$ cat src/rtl/div4_pkg.sv
// Shared definitions for the 4-bit sequential restoring divider.
package div4_pkg;

    localparam int unsigned N_ITER = 4;

    typedef enum logic [1:0] {
        IDLE = 2'd0,
        RUN  = 2'd1,
        DONE = 2'd2
    } state_e;

endpackage

$ cat src/rtl/addsub4b.sv
// 4-bit adder/subtractor: sum = a + b when s=0, a - b when s=1 (cout=1 means no borrow).
module addsub4b (
    input  logic [3:0] a,
    input  logic [3:0] b,
    input  logic       s,
    output logic [3:0] sum,
    output logic       cout
);

    logic [4:0] full;

    always_comb begin
        full = {1'b0, a} + {1'b0, b ^ {4{s}}} + {4'b0000, s};
        sum  = full[3:0];
        cout = full[4];
    end

endmodule

$ cat src/rtl/div4_seq.sv
// Sequential 4-bit unsigned restoring divider: one quotient bit per RUN cycle,
// zero divisor short-circuits straight to DONE with a flagged result.
module div4_seq
    import div4_pkg::*;
(
    input  logic       clk,
    input  logic       rst,
    input  logic       start,
    input  logic [3:0] dividend,
    input  logic [3:0] divisor,
    output logic [3:0] quotient,
    output logic [3:0] remainder,
    output logic       busy,
    output logic       done,
    output logic       div_by_zero
);

    state_e     state_q, state_d;
    logic [3:0] r_q, r_d;
    logic [3:0] q_q, q_d;
    logic [3:0] d_q, d_d;
    logic [2:0] cnt_q, cnt_d;
    logic [3:0] quotient_q, quotient_d;
    logic [3:0] remainder_q, remainder_d;
    logic       dbz_q, dbz_d;

    logic [3:0] r_shift;
    logic [3:0] trial_diff;
    logic       trial_cout;
    logic       sub_ok;
    logic [3:0] q_step;
    logic [3:0] r_step;

    addsub4b u_trial (
        .a    (r_shift),
        .b    (d_q),
        .s    (1'b1),
        .sum  (trial_diff),
        .cout (trial_cout)
    );

    always_comb begin
        r_shift = {r_q[2:0], q_q[3]};
        // A bit shifted out of R means the 5-bit partial remainder exceeds any 4-bit divisor.
        sub_ok  = r_q[3] | trial_cout;
        q_step  = {q_q[2:0], sub_ok};
        r_step  = sub_ok ? trial_diff : r_shift;
    end

    always_comb begin
        state_d     = state_q;
        r_d         = r_q;
        q_d         = q_q;
        d_d         = d_q;
        cnt_d       = cnt_q;
        quotient_d  = quotient_q;
        remainder_d = remainder_q;
        dbz_d       = dbz_q;

        case (state_q)
            IDLE: begin
                if (start) begin
                    q_d   = dividend;
                    d_d   = divisor;
                    r_d   = '0;
                    cnt_d = '0;
                    if (divisor == 4'd0) begin
                        state_d     = DONE;
                        quotient_d  = '1;
                        remainder_d = dividend;
                        dbz_d       = 1'b1;
                    end else begin
                        state_d = RUN;
                    end
                end
            end
            RUN: begin
                q_d   = q_step;
                r_d   = r_step;
                cnt_d = cnt_q + 3'd1;
                if (cnt_q == 3'(N_ITER - 1)) begin
                    state_d     = DONE;
                    quotient_d  = q_step;
                    remainder_d = r_step;
                    dbz_d       = 1'b0;
                end
            end
            DONE:    state_d = IDLE;
            default: state_d = IDLE;
        endcase
    end

    always_ff @(posedge clk) begin
        if (rst) begin
            state_q     <= IDLE;
            r_q         <= '0;
            q_q         <= '0;
            d_q         <= '0;
            cnt_q       <= '0;
            quotient_q  <= '0;
            remainder_q <= '0;
            dbz_q       <= 1'b0;
        end else begin
            state_q     <= state_d;
            r_q         <= r_d;
            q_q         <= q_d;
            d_q         <= d_d;
            cnt_q       <= cnt_d;
            quotient_q  <= quotient_d;
            remainder_q <= remainder_d;
            dbz_q       <= dbz_d;
        end
    end

    always_comb begin
        quotient    = quotient_q;
        remainder   = remainder_q;
        div_by_zero = dbz_q;
        busy        = (state_q == RUN);
        done        = (state_q == DONE);
    end

endmodule

$ cat config.mk
export PLATFORM = sky130hd
export DESIGN_NAME = div4_seq
export DESIGN_NICKNAME = d
export VERILOG_FILES = /design/src/rtl/div4_pkg.sv /design/src/rtl/addsub4b.sv /design/src/rtl/div4_seq.sv
export SDC_FILE = /design/constraint.sdc
export NUM_CORES = 1
export LEC_CHECK = 0
export BUFFER_PORTS_ARGS = -buffer_cell sky130_fd_sc_hd__buf_2
export CORE_MARGIN = 2
export CORE_UTILIZATION = 60
export CTS_BUF_LIST = sky130_fd_sc_hd__clkbuf_4 sky130_fd_sc_hd__clkbuf_8
export CTS_CLUSTER_DIAMETER = 150
export CTS_CLUSTER_SIZE = 24
export DETAILED_ROUTE_END_ITERATION = 8
export PLACE_DENSITY_LB_ADDON = 0.2
export SLEW_MARGIN = 20
export SYNTH_ARGS = -nofsm -noshare
export SYNTH_HDL_FRONTEND = slang
export SYNTH_HIERARCHICAL = 1
export SYNTH_SLANG_ARGS = --single-unit
$ cat constraint.sdc
create_clock -name clk -period 4.1 [get_ports clk]
set_input_delay 0.615 -clock clk [delete_from_list [all_inputs] [get_ports clk]]
set_output_delay 0.615 -clock clk [all_outputs]
set_load 0.1 [all_outputs]
==> reports/results.ini <==
[power]
powerDensity_mw_per_mm2=342
leakagePower_nw=0.643
vdd_ir_drop_max_mv=0.326

[setup_path]
cp.required_ps=3480
endpoint_kind=output port
crit_arrival_ps=1940
crit_path_max_fanout=13
start_kind=register
path_cells=nand2b_1, inv_2, buf_2
slowest_stage=dfxtp_1
crit_type=register to output port
reg2reg_depth=7
cpPeakStageDelay_ps=590

[synthesis]
yosysUniqueCellTypes=45
postSynthCellCount=155
async_flop_share=0
syn-cell-area_mm2=0.00139
ys_ff_latch=26
seq_area_frac_synth=0.374
ys_warn_count=6
synth_ff_type=dfxtp_1
syn_area_per_cell_um2=8.98
synth_edf_count=0

[timing]
setup_viol=0
timing_worst_slew_pin_value_ps=652
min_period_ps=2560
hold_slack_ps=484
rsz0062_at_grt=false
slew_violations=0
slew_headroom=0.564
max_freq_ghz=0.391
fin_worst_skew_ps=8.80
finalCritPeriodShare=0.624
finalHoldViolations=0
final.setup.tns_ps=0

[routing]
wirelength_mm=3.21
via_per_inst=6.24
drt_iter0_drc=46
firstDrtPassIters=5
wl_per_cell_um=16.0
drc=0
antenna_left=0
via_count=1255

[floorplanning]
num_rows=17
die_area_mm2=0.00272
ios=22
die_h_um=52.2
die_x_um=52.2
initial_utilization=0.630
core_area_mm2=0.00221

[run]
drv_cap=0

[outcome]
status=complete, no violations

[clocking]
post-cts-setup-buffers=0
path_clk_slew_ps=140
ctsResizeCount=0
h-tree-depth=1
cts_inserted_buffers=3
ctsLongestPathBuffers=2
cts_tree=yes
clockRootBuffer=clkbuf_4
clk_latency_ps=330
clock_sinks=26
cts_hold_buf=0

[place]
placed_area_mm2=0.00149
post-dp-hpwl_mm=2.34
gp_congestion=0.850
dp_cells=197
numPortBuffers=21

[min_path]
hold_depth=2
hold_path_class=register to register

[grt]
track_usage=0.271
overflow=0
antenna_found_initial=0
grt_start_max_net_pins=23
grt_pass1_vias=1101
grt_pass1_wl_mm=5.25

[layout]
final_cell_mix=dfxtp_1 (26), buf_2 (21), a21oi_1 (16)
area_growth_pct=9.43
fin_cells=201
fill_cells=188
num_antenna_cells=0
final_nets=191
final_common_cell=dfxtp_1
final_layout_size_suffix_gt1_frac=0.208
stdcell_area_mm2=0.00152

registers in the layout (all words and copies together), names as in the netlist:
signal and cells:
remainder 4, state_q 2, div_by_zero 1, cnt_q 3, q_q 4, d_q 4
r_q 4, quotient 4
path summary, 6_finish.rpt:
path | from | slack (ps) | endpoint
worst min register to register | d_q[2] | 480 | d_q[2]
worst max-delay path | state_q[0] | 1540 | busy
worst min-delay path | d_q[2] | 480 | d_q[2]
worst max register to register | d_q[0] | 1710 | remainder[2]
routing by layer:
metal | vias up | share of wire | global-route usage | routed length (um)
met2 | 50 | 0.47 | 0.420 | 1510
met4 | 0 | 0.018 | 0.132 | 59
met3 | 7 | 0.057 | 0.0429 | 183
li1 | 602 | - | - | -
met1 | 596 | 0.45 | 0.368 | 1460
met5 | - | 0 | 0 | 0
worst max-delay path, delay by kind of cell (launching register included):
family | cells | cell delay, ps
buffers and inverters | 2 | 730
and+or+nand+nor | 1 | 300
DFF | 1 | 590
per-stage QoR:
stage / util / total power, mW / setup WS [ps]
4_1_cts: 0.689 / 0.522 / 1560
6_report: 0.689 / 0.521 / 1540
5_1_grt: 0.689 / 0.548 / 1410
3_5_place_dp: 0.673 / 0.393 / 1870
2_1_floorplan: - / 0.371 / 1610
3_3_place_gp: 0.673 / 0.389 / 1950
cells in the mapped netlist, types with 3 or more instances:
cell type  instances  area (um^2)
a21oi_1           16         80.1
nor2_1             9         33.8
nand2_1           14         52.6
inv_1              6         22.5
a311oi_1           3         26.3
nor3b_1            5         37.5
xor2_1             5         43.8
dfxtp_1           26          521
nor3_1             3         15.0
buf_2              3         15.0
a211oi_1           4         30.0
o21ai_0            7         35.0
ha_1               5         62.6
o221a_2            4         45.0
o21a_1             5         37.5
cells by family after synthesis:
logic type,synth area share
AOI/OAI and AO/OA,0.277
xor gates and xnor gates,0.0314
adders and majority gates,0.0593
buffers and inverters,0.0593
DFF,0.374
muxes,0.0108
other,0.00269
and+or+nand+nor,0.186
final cells by class:
type                    instances  area, um^2  share of cell area
repair buffers                 21         105              0.0690
clock buffers                   4        36.3              0.0238
multi-input cells             115         801               0.525
flip-flops and latches         26         520               0.342
well taps                      28        35.0              0.0230
inverters                       7        26.3              0.0172
power breakdown:
part,internal (mW),switching [mW],total (mW)
Sequential,0.264,0.0121,0.276
Clock,0.0544,0.0765,0.131
Combinational,0.0387,0.0747,0.113
Power figures use the tool's default switching activity.
